## config.mk

```make
export PLATFORM = sky130hd
export DESIGN_NAME = switch_bounce_gen
export DESIGN_NICKNAME = d
export VERILOG_FILES = /design/src/rtl/debounce_pkg.sv /design/src/rtl/bounce_lfsr.sv /design/src/rtl/switch_bounce_gen.sv
export SDC_FILE = /design/constraint.sdc
export NUM_CORES = 1
export LEC_CHECK = 0
export ABC_CLOCK_PERIOD_IN_PS = 1940
export CORE_UTILIZATION = 40
export DETAILED_ROUTE_END_ITERATION = 16
export GPL_TIMING_DRIVEN = 0
export PLACE_DENSITY = 0.64
export SYNTH_ARGS = -nofsm -noshare
export SYNTH_HDL_FRONTEND = slang
export SYNTH_HIERARCHICAL = 1
export SYNTH_SLANG_ARGS = --single-unit
```

## constraint.sdc

```tcl
create_clock -name iclk -period 1.94 [get_ports iclk]
set_clock_uncertainty 0.1 [all_clocks]
set_input_delay 0.388 -clock iclk [delete_from_list [all_inputs] [get_ports iclk]]
set_output_delay 0.388 -clock iclk [all_outputs]
set_load 0.05 [all_outputs]
```

## src/rtl/debounce_pkg.sv

```systemverilog
// Shared constants for the contact-bounce emulator: FSM encoding and LFSR setup.
package debounce_pkg;

  localparam logic [1:0] IDLE   = 2'd0;
  localparam logic [1:0] BOUNCE = 2'd1;
  localparam logic [1:0] SETTLE = 2'd2;

  localparam logic [15:0] LFSR_POLY    = 16'hB400;
  localparam logic [15:0] DEFAULT_SEED = 16'hACE1;

  // One step of the right-shifting Galois LFSR (x^16+x^14+x^13+x^11+1).
  function automatic logic [15:0] lfsr_next(input logic [15:0] cur);
    return cur[0] ? ((cur >> 1) ^ LFSR_POLY) : (cur >> 1);
  endfunction

endpackage

```

## src/rtl/bounce_lfsr.sv

```systemverilog
// 16-bit Galois LFSR used as the pseudo-random source for bounce phase widths.
module bounce_lfsr
  import debounce_pkg::*;
#(
  parameter logic [15:0] SEED = DEFAULT_SEED
) (
  input  logic        iclk,
  input  logic        irst,
  input  logic        iadv,
  output logic [15:0] ostate
);

  logic [15:0] lfsr_q;
  logic [15:0] lfsr_d;

  // Advance only when the prescaler ticks.
  always_comb begin
    lfsr_d = iadv ? lfsr_next(lfsr_q) : lfsr_q;
  end

  // State register; SEED must be nonzero so the sequence never locks at 0.
  always_ff @(posedge iclk or posedge irst) begin
    if (irst) lfsr_q <= SEED;
    else      lfsr_q <= lfsr_d;
  end

  assign ostate = lfsr_q;

endmodule

```

## src/rtl/switch_bounce_gen.sv

```systemverilog
// Contact-bounce emulator: turns a clean level into a burst of random-width
// glitches followed by a settled level, or passes the level through when disabled.
//
//   state  | meaning
//   IDLE   | bypass (ienable=0) or waiting for ilevel != oswitch
//   BOUNCE | toggling oswitch, one toggle per random-width phase
//   SETTLE | holding target for SETTLE_TICKS ticks, then odone
module switch_bounce_gen
  import debounce_pkg::*;
#(
  parameter int          TICK_CNT_MAX = 100,
  parameter int          BOUNCE_MAX   = 4,
  parameter logic [7:0]  WIDTH_MASK   = 8'h07,
  parameter int          SETTLE_TICKS = 16,
  parameter logic [15:0] SEED         = DEFAULT_SEED
) (
  input  logic       iclk,
  input  logic       irst,
  input  logic       ienable,
  input  logic       ilevel,
  output logic       oswitch,
  output logic       obusy,
  output logic       odone,
  output logic [7:0] obounce_cnt
);

  localparam logic [15:0] TICK_TC   = 16'(TICK_CNT_MAX);
  localparam logic [7:0]  BCNT_INIT = 8'(2 * BOUNCE_MAX);
  localparam logic [8:0]  SETTLE_PH = 9'(SETTLE_TICKS);

  logic [15:0] cnt_q, cnt_d;
  logic        tick;
  logic [15:0] lfsr;
  logic        lfsr_unused;
  logic [8:0]  width;

  logic [1:0]  state_q, state_d;
  logic        sw_q, sw_d;
  logic        target_q, target_d;
  logic        busy_q, busy_d;
  logic        done_q, done_d;
  logic [7:0]  bcnt_q, bcnt_d;
  logic [8:0]  phase_q, phase_d;

  // Free-running prescaler; tick fires on the terminal count and wraps.
  always_comb begin
    tick  = (cnt_q == TICK_TC);
    cnt_d = tick ? 16'd0 : cnt_q + 16'd1;
  end

  bounce_lfsr #(.SEED(SEED)) u_lfsr (
    .iclk   (iclk),
    .irst   (irst),
    .iadv   (tick),
    .ostate (lfsr)
  );

  // Only the low byte shapes the width; 9 bits hold 1+0xFF without wrapping.
  assign width       = {1'b0, lfsr[7:0] & WIDTH_MASK} + 9'd1;
  assign lfsr_unused = ^lfsr[15:8];

  // Sequencer next-state logic.
  always_comb begin
    state_d  = state_q;
    sw_d     = sw_q;
    target_d = target_q;
    busy_d   = busy_q;
    done_d   = 1'b0;
    bcnt_d   = bcnt_q;
    phase_d  = phase_q;
    case (state_q)
      IDLE: begin
        if (!ienable) begin
          sw_d = ilevel;
        end else if (ilevel != sw_q) begin
          sw_d     = ilevel;
          target_d = ilevel;
          busy_d   = 1'b1;
          bcnt_d   = BCNT_INIT;
          if (BOUNCE_MAX == 0) begin
            state_d = SETTLE;
            phase_d = SETTLE_PH;
          end else begin
            state_d = BOUNCE;
            phase_d = width;
          end
        end
      end
      BOUNCE: begin
        if (tick) begin
          if (phase_q == 9'd1) begin
            sw_d   = ~sw_q;
            bcnt_d = bcnt_q - 8'd1;
            if (bcnt_q == 8'd1) begin
              state_d = SETTLE;
              phase_d = SETTLE_PH;
            end else begin
              phase_d = width;
            end
          end else begin
            phase_d = phase_q - 9'd1;
          end
        end
      end
      SETTLE: begin
        sw_d = target_q;
        if (tick) begin
          if (phase_q == 9'd1) begin
            done_d  = 1'b1;
            busy_d  = 1'b0;
            state_d = IDLE;
          end else begin
            phase_d = phase_q - 9'd1;
          end
        end
      end
      default: state_d = IDLE;
    endcase
  end

  // State and output registers.
  always_ff @(posedge iclk or posedge irst) begin
    if (irst) begin
      cnt_q    <= 16'd0;
      state_q  <= IDLE;
      sw_q     <= 1'b0;
      target_q <= 1'b0;
      busy_q   <= 1'b0;
      done_q   <= 1'b0;
      bcnt_q   <= 8'd0;
      phase_q  <= 9'd0;
    end else begin
      cnt_q    <= cnt_d;
      state_q  <= state_d;
      sw_q     <= sw_d;
      target_q <= target_d;
      busy_q   <= busy_d;
      done_q   <= done_d;
      bcnt_q   <= bcnt_d;
      phase_q  <= phase_d;
    end
  end

  assign oswitch     = sw_q;
  assign obusy       = busy_q;
  assign odone       = done_q;
  assign obounce_cnt = bcnt_q;

endmodule
```

==> summary.txt, run 1 <==
Yosys
  – Post-synth cell types: 54
  – Synth Flop Type: dfrtp_1
  – FFs w/ async S/R, synth: between 90% and 100%
  – Share of the synthesized area in the top cell type: approximately 40%
  – Synthesized Nets: a little under 300
  – Yosys Warn Count: 6
  – Mapped Cells: roughly 280
  – Synth area leaders: dfrtp_1, dfstp_2, ha_1, mux2_2, xnor2_1
  – Mapped cell area: 2960 sq um
  – Synth area leader: dfrtp_1
  – Register area share after synthesis: between 40% and 50%
  – Synthesis-stage register bit count: 55
  – Post-synth EDFFs: 0
  – Syn Area/Cell: 10.5 sq um

STA
  – Final hold vios: 0
  – Slew Limit Fails: 0
  – Final setup vio count: 31
  – Unrepaired setup endpoints after global routing: yes
  – Crit path time final: approximately 2.2 ns
  – FMAX: ~0.46 GHz
  – Relative slew margins: between 40% and 50%
  – Worst-Margin Slew: 0.823 ns
  – Fin crit share: 113%
  – Setup ws final: -0.255 ns

Placement
  – GPL Wtd Cong: a little under 0.8
  – Placement Setup Slack: -0.642 ns
  – DPL Wire Length: ~4000 microns
  – # port buffers: 14
  – DP Cell Count: slightly below 400

Floorplan
  – # IOs: 15
  – Initial core utilization: between 40% and 50%
  – Chip height: ~88 microns
  – # rows: 31
  – Die area: just under 8000 sq um
  – Die width: roughly 88 microns
  – Core area: 7210 sq um

Clock network
  – CTS clk-pin slew, worst paths: 0.10 ns
  – CTS tree: built
  – Worst-Skew Late Latency: 0.31 ns
  – Clock Tree Buf Depth: 2
  – Clk sink count: between 50 and 60
  – CTS Buf Count: 5
  – H-tree depth: 2
  – Post-CTS Hold Fix Bufs: 0
  – Root buffer selected by CTS: clkbuf_8

Critical path
  – CP bufs+invs: 2
  – Crit path max-delay family: simple AND/OR/NAND/NOR gates
  – Crit path launch: state_q[0]
  – Max incr delay on CP: roughly 0.44 ns
  – Critical path arrival: ~2.4 ns
  – RR Startpoint: state_q[0]
  – WP data required: 2.09 ns
  – Worst Reg-to-Reg Cells: 8
  – Crit-path slowest cell: dfrtp_1
  – Critical Path Most Common Cell: or3_1
  – Worst setup endpoint: obounce_cnt[5]
  – Startpoint Class: flop
  – Reg2Reg Setup Slack: -0.26 ns
  – Worst path depth: 8
  – Reg2reg end: obounce_cnt[5]
  – Crit end category: flop
  – CP Class: flop to flop
  – Worst-path maximum fanout: 8
  – Crit-path cells: inv_1 > ha_4 > nor2b_2 > a31oi_4 > or3_1 > buf_6 > or3_1 > a21oi_2

Global route
  – First-pass GRT wire length: around 11000 microns
  – GRT Overall Usage: between 10% and 20%
  – Vias in the first global route: roughly 2300
  – Global route total overflow: 0
  – Initial antenna violation count: 0
  – Pin count of the biggest net entering global routing: 40

Drt
  – DR pass1 iterations: 4
  – Antenna-violating nets left: 0
  – DR vias: ~2300
  – Drt wl/cell: 15.7 microns
  – Total wire length: just under 7000 microns
  – DRC Markers: 0
  – Initial DRC count: 97
  – Via density: around 5.3

Pwr
  – Leakage power: roughly 1.7 nW
  – PwrDens: around 500 nW/um^2
  – Max VDD drop: between 0.3 and 0.4 mV

Min path
  – Min-Delay Path Class: input pin to async pin

Finish
  – Antenna cells: 0
  – Area growth from synthesis to layout: 33.4%
  – Commonest non-fill, non-tap cell in the layout: dfrtp_1
  – Finished Layout Cells: ~430
  – Fin nets: between 300 and 400
  – Layout cells sized above 1: 37.0%
  – Most frequent cells in the layout: dfrtp_1, nor2_1, nand2_1, buf_4, mux2_4
  – Final core occ: 54.8%

Run status
  – Outcome: finished, violations left
  – Failing checks: negative setup slack

Run
  – Max Cap Viol: 0
## how the worst min path moves through the flow
stage,from,to,slack (ns),cells after the start
floorplan,irst,u_lfsr/ostate[12],0.20,1
global placement,cnt_q[15],cnt_q[15],0.36,1
detailed placement,cnt_q[15],cnt_q[15],0.37,1
CTS,cnt_q[15],cnt_q[15],0.38,1
global route,cnt_q[15],cnt_q[15],0.39,1
finish,irst,u_lfsr/ostate[3],0.38,2
## per-stage QoR
stage                     total power [W]  instance area (sq um)  TNS (ns)  hold slack (ns)
after floorplan                   0.00119                   3030    -0.569            0.196
after global placement            0.00121                   3300    -27.38            0.364
after detailed placement          0.00121                   3300    -10.90            0.369
after CTS                         0.00202                   3750     -3.97            0.382
after global routing              0.00206                   3950     -6.13            0.391
final                             0.00199                   3950     -3.68            0.378
## state kept, by name, indices dropped and copies added, names as in the netlist
register / cells
obounce_cnt: 8
state_q: 2
phase_q: 9
cnt_q: 16
u_lfsr/ostate: 16
obusy: 1
oswitch: 1
target_q: 1
odone: 1
## metal layers
layer	vias to the layer above	part of all wire (%)	track usage [%]
met5	-	0	0
met4	0	1.3	4.99
li1	1098	-	-
met2	27	49	30.6
met3	8	2.4	3.39
met1	1149	48	25.1
## worst register-to-register path: stages, from the launching register on
cell and delay, ns:
dfrtp_1 0.44, inv_1 0.15, ha_4 0.23, nor2b_2 0.16
a31oi_4 0.07, or3_1 0.41, buf_6 0.14, or3_1 0.32
a21oi_2 0.12
## where the power goes
part | internal, W | switching [W] | leakage [nW]
combinational | 0.00000755 | 0.0000307 | 0.932
clock | 0.000418 | 0.000383 | 0.0612
sequential | 0.00115 | 0 | 0.688
total | 0.00157 | 0.000414 | 1.68
## synth_stat cells, drive strengths merged (3+ instances only)
cell type  instances
xnor2             14
nor4b              5
ha                11
dfstp              8
nor3               8
o21ai             12
o2bb2ai            4
nand2             20
buf                6
mux2              16
a22o               3
a21oi             16
nor2b              3
dfrtp             47
o22ai              3
and3               4
o211ai             3
inv               16
a31oi              3
xor2               7
nor2              30
nor4               3
nand3             12
or3                3
## timing repair
item | 4_1_cts | 5_1_grt
pin swaps | 15 | 6
setup buffers | 20 | 8
cloned | 1 | 0
gates resized for setup | 60 | 37
endpoints found under the setup margin | 47 | 37
## kinds of logic (layout without fill, tap and decap cells)
logic type	Yosys count	after routing	share of synthesized area (%)
AND/OR/NAND/NOR	97	97	17.8
adder cells (fa/ha/maj)	11	11	4.65
XOR/XNOR	21	21	6.46
AO/OA/AOI/OAI	58	58	13.5
multiplexers	17	17	6.93
buffers and inverters	23	71	3.89
flip-flops	55	55	46.8
## final cells by class
type                    count  area, sq um
well taps                  99          124
multi-input cells         204         1810
flip-flops and latches     55         1390
plain buffers               6         71.3
clock inverters             2         35.0
clock buffers               6         82.6
fillers                   636         3260
repair buffers             41          383
inverters                  16         60.1
(Power assumes the default switching activity.)
==> inputs of run 2 (changes only) <==
--- a/config.mk
+++ b/config.mk
@@ -6,10 +6,10 @@
 export NUM_CORES = 1
 export LEC_CHECK = 0
 export ABC_CLOCK_PERIOD_IN_PS = 1940
-export CORE_UTILIZATION = 40
+export CORE_UTILIZATION = 50
 export DETAILED_ROUTE_END_ITERATION = 16
 export GPL_TIMING_DRIVEN = 0
-export PLACE_DENSITY = 0.64
+export PLACE_DENSITY = 0.76
 export SYNTH_ARGS = -nofsm -noshare
 export SYNTH_HDL_FRONTEND = slang
 export SYNTH_HIERARCHICAL = 1
==> run 2 against run 1 <==
The flow still finishes with violations (negative setup slack). Via count grew 2.3%. Core utilization grew 16 points. Non-clock buffer count rose by 1. Total power shrank 9.6%. Fmax up 0.92%. Final area is 0.35% higher. Largest cell class unchanged.
==> summary.txt, run 2 (synthesized netlist as in run 1, its figures left out) <==
Drt
  – Total wire length: 7030 microns
  – Via density: around 5.8
  – DRC Markers: 0
  – Drt wl/cell: between 15 and 20 microns
  – Antenna-violating nets left: 0
  – Initial DRC count: ~110
  – DR vias: approximately 2300
  – DR pass1 iterations: 4

Critical path
  – Crit end category: flop
  – Worst Reg-to-Reg Cells: 8
  – Startpoint Class: flop
  – WP data required: roughly 2 ns
  – Reg2reg end: phase_q[1]
  – Critical path arrival: ~2.3 ns
  – Worst-path maximum fanout: 9
  – Reg2Reg Setup Slack: -0.24 ns
  – RR Startpoint: cnt_q[1]
  – CP Class: flop to flop

Finish
  – Area of the multi-input gates: approximately 1900 sq um
  – Area growth from synthesis to layout: 33.9%
  – Antenna cells: 0
  – Commonest non-fill, non-tap cell in the layout: dfrtp_1
  – Register area: roughly 1400 sq um
  – Fillers: approximately 380
  – Layout cells sized above 1: approximately 39%
  – Fin nets: 345
  – Most frequent cells in the layout: dfrtp_1, nor2_1, nand2_1, buf_4, mux2_4

Run
  – Max Cap Viol: 0

Floorplan
  – Die area: between 6000 and 7000 sq um
  – Core area: roughly 5600 sq um
  – Initial core utilization: a little over half
  – # rows: 27
  – # IOs: 15
  – Die width: between 70 and 80 microns
  – Chip height: between 70 and 80 microns

Clock network
  – CTS Buf Count: 5
  – CTS tree: built
  – Worst-Skew Late Latency: 0.30 ns
  – Clock Tree Buf Depth: 2
  – Clk sink count: 55
  – Root buffer selected by CTS: clkbuf_8
  – CTS clk-pin slew, worst paths: around 0.09 ns
  – Post-CTS Hold Fix Bufs: 0
  – H-tree depth: 2

STA
  – Unrepaired setup endpoints after global routing: yes
  – TNS Setup: -2.40 ns
  – Relative slew margins: around 45%
  – Fin Hold WS: 0.390 ns
  – Crit path time final: between 2 and 2.5 ns
  – Setup ws final: -0.235 ns
  – Fin crit share: 112%
  – Final hold vios: 0
  – Slew Limit Fails: 0
  – Final setup vio count: 24
  – FMAX: around 0.46 GHz
  – Worst-Margin Slew: around 0.82 ns

Pwr
  – Sw Pwr: just under 0.0004 W
  – Sequential power share: approximately 64%
  – Clock share of power: between 30% and 40%
  – Comb power frac: under 10%
  – Leakage power: approximately 1.7 nW
  – Max VDD drop: ~0.39 mV
  – Switch share: 21.6%
  – Int Power: around 0.0014 W
  – PwrDens: ~450 nW/um^2

Global route
  – Global route total overflow: 0
  – Pin count of the biggest net entering global routing: 40
  – GRT Overall Usage: a little under a quarter
  – First-pass GRT wire length: approximately 12000 microns
  – Initial antenna violation count: 0
  – Vias in the first global route: between 2000 and 2500

Run status
  – Outcome: finished, violations left
  – Failing checks: negative setup slack

Placement
  – DPL Wire Length: 4030 microns
  – GPL Wtd Cong: just over 0.8
  – # port buffers: 14

Min path
  – Min-Delay Path Class: input pin to async pin
run 2: worst max path at each step:
| stage | startpoint | to | cells past startpoint |
|---|---|---|---|
| 2_1_floorplan | cnt_q[0] | obounce_cnt[5] | 8 |
| 3_3_place_gp | ilevel | phase_q[1] | 7 |
| 3_5_place_dp | ilevel | phase_q[1] | 7 |
| 4_1_cts | cnt_q[0] | obounce_cnt[5] | 8 |
| 5_1_grt | phase_q[6] | oswitch | 5 |
| 6_report | cnt_q[1] | phase_q[1] | 8 |
run 2: power groups by stage:
stage	clock network (W)	logic, W	registers (W)
after CTS	0.000631	0.0000394	0.00115
after floorplan	0	0.0000221	0.00117
after detailed placement	0	0.0000401	0.00117
final	0.000613	0.0000370	0.00115
after global routing	0.000675	0.0000438	0.00115
after global placement	0	0.0000386	0.00117
run 2: critical path, stage by stage, from the launching register on:
cell       delay [ns]
dfrtp_1          0.40
inv_2            0.07
ha_4             0.12
nor4b_4          0.23
a41oi_2          0.23
o2bb2ai_2        0.27
and2_1           0.19
buf_6            0.15
mux2_2           0.33
run 2: area by class of cell:
| class | instances | area share (%) |
|---|---|---|
| Timing Repair Buffer | 41 | 9.72 |
| Clock buffer | 7 | 1.92 |
| Sequential cell | 55 | 35.1 |
| Clock inverter | 1 | 0.126 |
| Buffer | 7 | 2.08 |
| Tap cell | 72 | 2.27 |
| Multi-Input combinational cell | 204 | 47.2 |
| Inverter | 16 | 1.58 |
run 2: per-layer routing:
metal / part of all wire, % / vias up / global-route usage [%] / routed length, microns
met5: 0 / - / 0 / 0
met2: 50 / 41 / 40.3 / 3540
met3: 2.8 / 16 / 3.91 / 196
met4: 2.3 / 0 / 6.73 / 159
met1: 45 / 1169 / 30.8 / 3140
li1: - / 1109 / - / -
run 2: timing repair:
item	in CTS	in global routing
buffers inserted	21	8
pin swaps	16	14
cloned	1	0
resized for setup	71	45
setup endpoints to repair	46	37
run 2: through the flow:
stage | area [sq um] | cells | setup slack [ns] | util [%] | total power [W]
finish | 3970 | 403 | -0.235 | 70.7 | 0.00180
global route | 3970 | 403 | -0.292 | 70.7 | 0.00187
CTS | 3750 | 398 | -0.199 | 67.0 | 0.00182
detailed placement | 3260 | 368 | -0.625 | 58.2 | 0.00121
global placement | 3260 | 368 | -0.602 | 58.2 | 0.00121
floorplan | 3030 | 282 | -0.109 | - | 0.00119
